===== src/rtl/psk_pkg.sv =====
// Shared constants and types for the coherent BPSK demodulator.
package psk_pkg;

    localparam int SAMPLE_W = 8;
    localparam logic [SAMPLE_W-1:0] SAMPLE_ZERO = 8'd128;
    localparam int PHASE_W = 8;

    typedef enum logic [0:0] {
        IDLE  = 1'b0,
        TRACK = 1'b1
    } state_t;

    // Smallest integrator that cannot overflow: 9-bit product magnitude, SYM_LEN terms, one guard bit.
    function automatic int min_acc_w(input int sym_len);
        return 9 + $clog2(sym_len) + 1;
    endfunction

endpackage


===== src/rtl/psk_int_dump.sv =====
// Signed integrate-and-dump: accumulates products over one symbol, clears on dump, reloads on sync restart.
module psk_int_dump
    import psk_pkg::*;
#(
    parameter int SYM_LEN = 256,
    parameter int ACC_W   = 22
) (
    input  logic                    clk,
    input  logic                    rst_n,
    input  logic signed [ACC_W-1:0] prod,
    input  logic                    restart,
    input  logic                    step,
    output logic signed [ACC_W-1:0] sum,
    output logic                    last
);

    localparam int CNT_W = $clog2(SYM_LEN);
    localparam logic [CNT_W-1:0] CNT_LAST = CNT_W'(SYM_LEN - 1);

    logic signed [ACC_W-1:0] acc_r;
    logic [CNT_W-1:0]        cnt_r;

    assign sum  = acc_r + prod;
    assign last = (cnt_r == CNT_LAST);

    // Restart outranks a coincident end-of-symbol so a resync always opens a fresh symbol.
    always_ff @(posedge clk or negedge rst_n) begin
        if (!rst_n) begin
            acc_r <= '0;
            cnt_r <= '0;
        end else if (restart) begin
            acc_r <= prod;
            cnt_r <= CNT_W'(1'b1);
        end else if (step) begin
            if (last) begin
                acc_r <= '0;
                cnt_r <= '0;
            end else begin
                acc_r <= sum;
                cnt_r <= cnt_r + CNT_W'(1'b1);
            end
        end else begin
            acc_r <= acc_r;
            cnt_r <= cnt_r;
        end
    end

endmodule


===== src/rtl/psk_demod.sv =====
// Coherent BPSK demodulator: local carrier phase, sign-multiply, integrate-and-dump, hard decision.
// Define DIFF_DECODE_EN for differential (DPSK) decoding of the raw decisions.
module psk_demod
    import psk_pkg::*;
#(
    parameter int SYM_LEN = 256,
    parameter int LUT_LAT = 1,
    parameter int ACC_W   = 22
) (
    input  logic                    clk,
    input  logic                    rst_n,
    input  logic                    N,
    input  logic [SAMPLE_W-1:0]     din_PSK,
    input  logic                    din_vld,
    input  logic                    sym_sync,
    output logic                    bit_out,
    output logic                    bit_vld,
    output logic signed [ACC_W-1:0] acc_out
);

    if (ACC_W < min_acc_w(SYM_LEN) || SYM_LEN < 2 || SYM_LEN > 4096 || LUT_LAT < 0 || LUT_LAT > 3)
    begin : g_param_check
        $error("psk_demod: illegal parameters (ACC_W too small or SYM_LEN/LUT_LAT out of range)");
    end

    logic [PHASE_W-1:0]      phase_r;
    logic                    sign_now_s;
    logic                    sign_al_s;
    logic signed [SAMPLE_W:0] s_s;
    logic signed [ACC_W-1:0] s_ext_s;
    logic signed [ACC_W-1:0] prod_s;
    logic signed [ACC_W-1:0] sum_s;
    logic                    last_s;
    logic                    restart_s;
    logic                    step_s;
    logic                    dump_s;
    logic                    clr_prev_s;
    logic                    raw_s;
    logic                    dec_s;
    state_t                  state_r;
    state_t                  state_nxt_s;
    logic                    bit_out_r;
    logic                    bit_vld_r;
    logic signed [ACC_W-1:0] acc_out_r;

    // Free-running carrier phase, same step rule as the modulator address.
    always_ff @(posedge clk or negedge rst_n) begin
        if (!rst_n) begin
            phase_r <= '0;
        end else begin
            phase_r <= phase_r + PHASE_W'(N) + PHASE_W'(1'b1);
        end
    end

    assign sign_now_s = ~phase_r[PHASE_W-1];

    if (LUT_LAT == 0) begin : g_no_dly
        assign sign_al_s = sign_now_s;
    end else begin : g_dly
        logic [LUT_LAT-1:0] sign_dly_r;

        // Sign delay line matching the modulator's LUT read latency.
        always_ff @(posedge clk or negedge rst_n) begin
            if (!rst_n) begin
                sign_dly_r <= '0;
            end else begin
                sign_dly_r[0] <= sign_now_s;
                for (int i = 1; i < LUT_LAT; i++) begin
                    sign_dly_r[i] <= sign_dly_r[i-1];
                end
            end
        end

        assign sign_al_s = sign_dly_r[LUT_LAT-1];
    end

    assign s_s     = $signed({1'b0, din_PSK}) - $signed({1'b0, SAMPLE_ZERO});
    assign s_ext_s = ACC_W'(s_s);
    assign prod_s  = sign_al_s ? s_ext_s : -s_ext_s;

    psk_int_dump #(
        .SYM_LEN (SYM_LEN),
        .ACC_W   (ACC_W)
    ) u_int_dump (
        .clk     (clk),
        .rst_n   (rst_n),
        .prod    (prod_s),
        .restart (restart_s),
        .step    (step_s),
        .sum     (sum_s),
        .last    (last_s)
    );

    always_ff @(posedge clk or negedge rst_n) begin
        if (!rst_n) begin
            state_r <= IDLE;
        end else begin
            state_r <= state_nxt_s;
        end
    end

    always_comb begin
        state_nxt_s = state_r;
        case (state_r)
            IDLE: begin
                if (sym_sync && din_vld) begin
                    state_nxt_s = TRACK;
                end else begin
                    state_nxt_s = IDLE;
                end
            end
            TRACK:   state_nxt_s = TRACK;
            default: state_nxt_s = IDLE;
        endcase
    end

    always_comb begin
        restart_s  = sym_sync & din_vld;
        step_s     = 1'b0;
        dump_s     = 1'b0;
        clr_prev_s = 1'b0;
        case (state_r)
            IDLE: begin
                clr_prev_s = restart_s;
            end
            TRACK: begin
                step_s = din_vld & ~restart_s;
                dump_s = din_vld & ~restart_s & last_s;
            end
            default: begin
                step_s = 1'b0;
            end
        endcase
    end

    assign raw_s = sum_s[ACC_W-1];

`ifdef DIFF_DECODE_EN
    logic prev_r;

    always_ff @(posedge clk or negedge rst_n) begin
        if (!rst_n) begin
            prev_r <= 1'b0;
        end else if (clr_prev_s) begin
            prev_r <= 1'b0;
        end else if (dump_s) begin
            prev_r <= raw_s;
        end else begin
            prev_r <= prev_r;
        end
    end

    assign dec_s = raw_s ^ prev_r;
`else
    assign dec_s = raw_s;
`endif

    // Decision register: a negative integral means the carrier was inverted; zero decides 0.
    always_ff @(posedge clk or negedge rst_n) begin
        if (!rst_n) begin
            bit_vld_r <= 1'b0;
            bit_out_r <= 1'b0;
            acc_out_r <= '0;
        end else begin
            bit_vld_r <= dump_s;
            if (dump_s) begin
                bit_out_r <= dec_s;
                acc_out_r <= sum_s;
            end else begin
                bit_out_r <= bit_out_r;
                acc_out_r <= acc_out_r;
            end
        end
    end

    assign bit_out = bit_out_r;
    assign bit_vld = bit_vld_r;
    assign acc_out = acc_out_r;

endmodule

===== config.mk =====
export PLATFORM = sky130hd
export DESIGN_NAME = psk_demod
export DESIGN_NICKNAME = d
export VERILOG_FILES = /design/src/rtl/psk_pkg.sv /design/src/rtl/psk_int_dump.sv /design/src/rtl/psk_demod.sv
export SDC_FILE = /design/constraint.sdc
export NUM_CORES = 1
export LEC_CHECK = 0
export BUFFER_PORTS_ARGS = -buffer_cell sky130_fd_sc_hd__buf_4
export CORE_MARGIN = 2
export CORE_UTILIZATION = 65
export DETAILED_ROUTE_END_ITERATION = 6
export GPL_ROUTABILITY_DRIVEN = 0
export HOLD_SLACK_MARGIN = 0.15
export PLACE_DENSITY = 0.82
export SLEW_MARGIN = 30
export SYNTH_ARGS = -nofsm -noshare
export SYNTH_HDL_FRONTEND = slang
export SYNTH_HIERARCHICAL = 1
export SYNTH_SLANG_ARGS = --single-unit
export TNS_END_PERCENT = 100

===== constraint.sdc =====
create_clock -name clk -period 7.7 [get_ports clk]
set_input_delay 0 -clock clk [delete_from_list [all_inputs] [get_ports clk]]
set_output_delay 0 -clock clk [all_outputs]
set_load 0.005 [all_outputs]

# Word-level counts from Yosys, hierarchy flattened
# Cells that the tools add are included.
# totals
ff_bits	64
input_bits	13
output_inout_bits	24
word_cells	34
# classes
addsub	6
n_eq_ne	1
mux	11
n_bitwise	6
n_reduce_logical	2
# ops
op	count
$mux W22	4
$mux W8	3
$add A22 B22 Y22	1
$neg A9 Y22	1
$add A8 B1 Y8 const B	2
$sub A8 B8 Y9 const B	1
$add A8 B1 Y8	1
$eq A8 B8 Y1 const B	1
$and A1 B1 Y1	3
$mux W1	3
$not A1 Y1	3
$pmux W1 S2	1
$reduce_bool A2 Y1	1
$logic_and A1 B1 Y1	1

# Longest topological paths before layout
# logic_depth
ltp_word	7
ltp_mapped	16
ltp_nobuf	16

# Modules after synthesis
# The synthesis kept the hierarchy.
# by_module_without_submodules
module	n_inst	cells_each	area_each_um2	seq_area_each_um2
psk_int_dump	1	296	2483.6	750.7
psk_demod	1	128	1616.6	825.8

# Worst setup path before layout
# No wires, ideal clock.
# synth_timing
kind	input-to-reg
startpoint	input port din_PSK[0]
endpoint	register bit_out_r (netlist: bit_out)
setup_time_ns	0.125
arrival_ns	2.805
required_ns	7.575
setup_slack_ns	4.770
path_stages	16
n_path_buf	0
path_cell_list	inv_1 -> ha_1 -> nor3b_1 -> and2_1 -> nand2_1 -> ha_1 -> mux2i_1 -> ha_1 -> a21oi_1 -> o21a_1 -> nor3_1 -> a311o_1 -> nor3b_2 -> nor2_1 -> xnor2_1 -> mux2_4
# synth_via
elab_chain_cells	4
# synth_lines
item	line	text
start: declaration	psk_demod.sv:13	input logic [SAMPLE_W-1:0] din_PSK,
$sub A8 B8 Y9 *	psk_demod.sv:77	assign s_s = $signed({1'b0, din_PSK}) - $signed({1'b0, SAMPLE_ZERO});
$neg A9 Y22	psk_demod.sv:79	assign prod_s = sign_al_s ? s_ext_s : -s_ext_s;
$mux W22 *	psk_demod.sv:79	
named net prod_s[8]	psk_demod.sv:31	logic signed [ACC_W-1:0] prod_s;
$add A22 B22 Y22 *	psk_int_dump.sv:23	assign sum = acc_r + prod;
named net sum_s[21]	psk_demod.sv:32	logic signed [ACC_W-1:0] sum_s;
end signal: assignment	psk_demod.sv:167	bit_out_r <= dec_s;
end signal: assignment	psk_demod.sv:170	bit_out_r <= bit_out_r;
end: declaration	psk_demod.sv:42	logic bit_out_r;
# The timed path passes the listed nets; every way through them passes the cells marked *.
# A chain may end at the register's enable or synchronous reset.

# Worst setup path after layout
# Ends and elaborated chain as after synthesis.

==> run metrics <==
proportion of layout cells with a drive suffix above 1 18.42%; initial standard-cell utilization of the core 68.04%; wire length of the first global-routing pass 15.64 mm; required time reported for the critical path endpoint 7940 ps; area of the die 6959 µm²; biggest area contributors in the synthesized netlist sky130_fd_sc_hd__dfrtp_1, sky130_fd_sc_hd__ha_1, sky130_fd_sc_hd__mux2_4; number of cells in the design after placement 518; slowest cell delay on critical path 540 ps; Setup crit end kind flip-flop; number of diodes 0; clock tree from TritonCTS yes; area growth from synthesis to layout 14.40%; library cell with the largest summed area after synthesis sky130_fd_sc_hd__dfrtp_1; Iter 0 DRT Violations 338; pin count of the biggest net entering global routing 64; final setup violation count 0; dpl hpwl 6.291 mm; Worst Setup SP din_PSK[0]; Max H-tree Level 3; Lkg Pwr 2.335 nW; RSZ-0062 raised after global routing no; post-synthesis instance area 4100 µm²; yosys synthesis warning count 6; startpoint of the lowest-slack register-to-register path g_dly.sign_dly_r$_DFF_PN0_; ys flop type sky130_fd_sc_hd__dfrtp_1; fin crit period 3729 ps; fraction of synthesis flops using an asynchronous set or reset pin 100.0%; number of global-route vias before repair 3222; headroom to the max-slew limit 33.64%; IO buf count 36; highest ir drop seen on vdd 0.0002183 V; achievable frequency 268.2 MHz; DRC viols 0; crit-path max FO 5; final clock period utilization by the worst path 48.43%; measured slew at the worst slew-check pin 991.8 ps; crit path setup slack, layout 3971 ps; flops & latches, synth 63; final total negative setup slack 0 ps; drt via density 6.280; post-route ant nets 0; core area 6026 µm²; Tot GR Track Use 27.77%; outcome complete, no violations; clock slew at reported path FFs 80 ps; path category of the worst min-delay check in -> reg; source of the worst hold timing path din_PSK[4]; power density cells 354.5 nW/µm²; Power Total 1.663 mW; die height 83.42 µm; syn avg cell area 9.670 µm²; leading cell type in the layout, fill and taps excluded sky130_fd_sc_hd__dfrtp_1; Setup WS pre-CTS 4340 ps; Pre-Repair DR Iteration Count 5; Critical-path top delay cell sky130_fd_sc_hd__dlygate4sd3_1; Final Hold Violating Endpoints 0; clock root cell sky130_fd_sc_hd__clkbuf_8; Setup crit start kind input port; final std cells w/o fill 542; standard-cell row count 28; number of cells produced by synthesis 424; total of max-cap violations 0; max-slew violation count 0; total nets after synthesis 465; number of buffers inserted during clock tree synthesis 9; critical path arrival 3970 ps; Unique masters post-synth 60; kind of critical path in -> reg; leading cell types in the layout, fill and taps excluded sky130_fd_sc_hd__dfrtp_1, sky130_fd_sc_hd__nand2_1, sky130_fd_sc_hd__buf_4; via count 3404; Final Routed Wirelength 9.269 mm; clock insertion delay at the later pin of the skew report 350 ps; Layout Skew 8.692 ps; sequential cell area fraction in the yosys report 38.45%; number of synthesized flops with an enable pin 0; Critical Path, Cell by Cell dlygate4sd3_1 > buf_4 > inv_1 > ha_1 > nor3b_1 > and2_1 > nand2_1 > ha_1 > mux2i_1 > ha_1 > a21oi_1 > o21a_1 > nor3_1 > a311o_1 > nor3b_2 > nor2_1 > xnor2_1 > mux2_4; antenna violations before repair 0; horizontal die dimension 83.42 µm; Nets 503; wire per inst 17.10 µm; fraction of post-synthesis cell area in the top cell type by area 38.45%; leftover overflow at the end of global routing 0; number of buffers and inverters on the critical path 3; Clock Path Buffers 2; crit-path most repeated cell sky130_fd_sc_hd__ha_1; number of setup buffers added after CTS 0; count of boundary I/O pins 37; family with the most delay on the worst path simple AND/OR/NAND/NOR gates; clock tree sinks 63
-- layer usage --
metal / routed length, µm / vias up / share of wire, % / GRT usage, %
met5: 0 / - / 0 / 0
met4: 221 / 0 / 2.4 / 9.824
met3: 550 / 29 / 5.9 / 4.871
met2: 4308 / 134 / 46 / 43.77
met1: 4187 / 1656 / 45 / 38.85
li1: - / 1585 / - / -
-- layout make-up --
class,instances,area [µm²]
clock buffers,9,123.9
clock inverters,7,103.9
repair buffers,45,357.8
well taps,75,93.84
inverters,22,82.58
multi-input cells,321,2352
flip-flops and latches,63,1577
fillers,441,1335
-- Yosys cell counts, types with 5 or more instances --
| cell | count |
|---|---|
| sky130_fd_sc_hd__o21ai_0 | 20 |
| sky130_fd_sc_hd__xor2_1 | 18 |
| sky130_fd_sc_hd__nor3_1 | 10 |
| sky130_fd_sc_hd__o21a_1 | 5 |
| sky130_fd_sc_hd__nand2_1 | 45 |
| sky130_fd_sc_hd__mux2_4 | 19 |
| sky130_fd_sc_hd__nand4_1 | 7 |
| sky130_fd_sc_hd__a22oi_1 | 6 |
| sky130_fd_sc_hd__a21oi_1 | 29 |
| sky130_fd_sc_hd__ha_1 | 27 |
| sky130_fd_sc_hd__dfrtp_1 | 63 |
| sky130_fd_sc_hd__nor2_1 | 24 |
| sky130_fd_sc_hd__a21o_1 | 13 |
| sky130_fd_sc_hd__clkbuf_1 | 12 |
| sky130_fd_sc_hd__xnor2_1 | 16 |
| sky130_fd_sc_hd__inv_1 | 22 |
| sky130_fd_sc_hd__nand3_1 | 10 |
| sky130_fd_sc_hd__a22o_1 | 6 |
-- stage by stage --
step / instance area [µm²] / hold slack (ps) / util (%)
final: 4691 / 192.0 / 77.84
after global routing: 4691 / 230.9 / 77.84
after CTS: 4691 / 187.6 / 77.84
after detailed placement: 4383 / 132.1 / 72.74
after global placement: 4383 / 127.3 / 72.74
after floorplan: 4100 / -295.6 / -
-- sequential cells by signal, summed over array words and instances, names as in the netlist --
signal,flops
u_int_dump/acc_r,22
acc_out,21
phase_r,8
u_int_dump/cnt_r,8
bit_out,1
bit_vld,1
g_dly.sign_dly_r,1
state_r,1
-- power breakdown --
part           total, mW  internal (mW)  switching, mW
combinational      0.865          0.353          0.511
sequential         0.468          0.409         0.0589
clock              0.330          0.187          0.144
total               1.66          0.949          0.714
-- worst min-delay path, cell delays in order --
cell and delay (ps):
sky130_fd_sc_hd__buf_4 100, sky130_fd_sc_hd__inv_1 60, sky130_fd_sc_hd__xnor2_1 160, sky130_fd_sc_hd__nand2_1 90, sky130_fd_sc_hd__o21ai_0 80
-- path summary, 6_finish.rpt --
check	endpoint	slack (ps)	depth (start not counted)
max	bit_out$_DFFE_PN0P_	3970	18
min	u_int_dump/acc_r[4]$_DFFE_PN0P_	190	5
max reg2reg	bit_out$_DFFE_PN0P_	4480	10
min reg2reg	g_dly.sign_dly_r$_DFF_PN0_	420	1
max in group asynchronous	u_int_dump/acc_r[20]$_DFFE_PN0P_	6920	2
min in group asynchronous	u_int_dump/acc_r[2]$_DFFE_PN0P_	280	2
-- cell families after synthesis --
family,Yosys count,synth area share [%]
AO/OA/AOI/OAI,111,18.19
XOR/XNOR,34,7.263
adder cells (fa/ha/maj),28,8.727
buffers and inverters,40,4.181
flip-flops,63,38.45
multiplexers,26,8.788
AND/OR/NAND/NOR,122,14.40
-- timing repair --
item | 4_1_cts | 5_1_grt
gates resized for setup | 0 | 0
hold endpoints to repair | 71 | 0
hold buffers | 8 | 0
(Power assumes the default switching activity.)
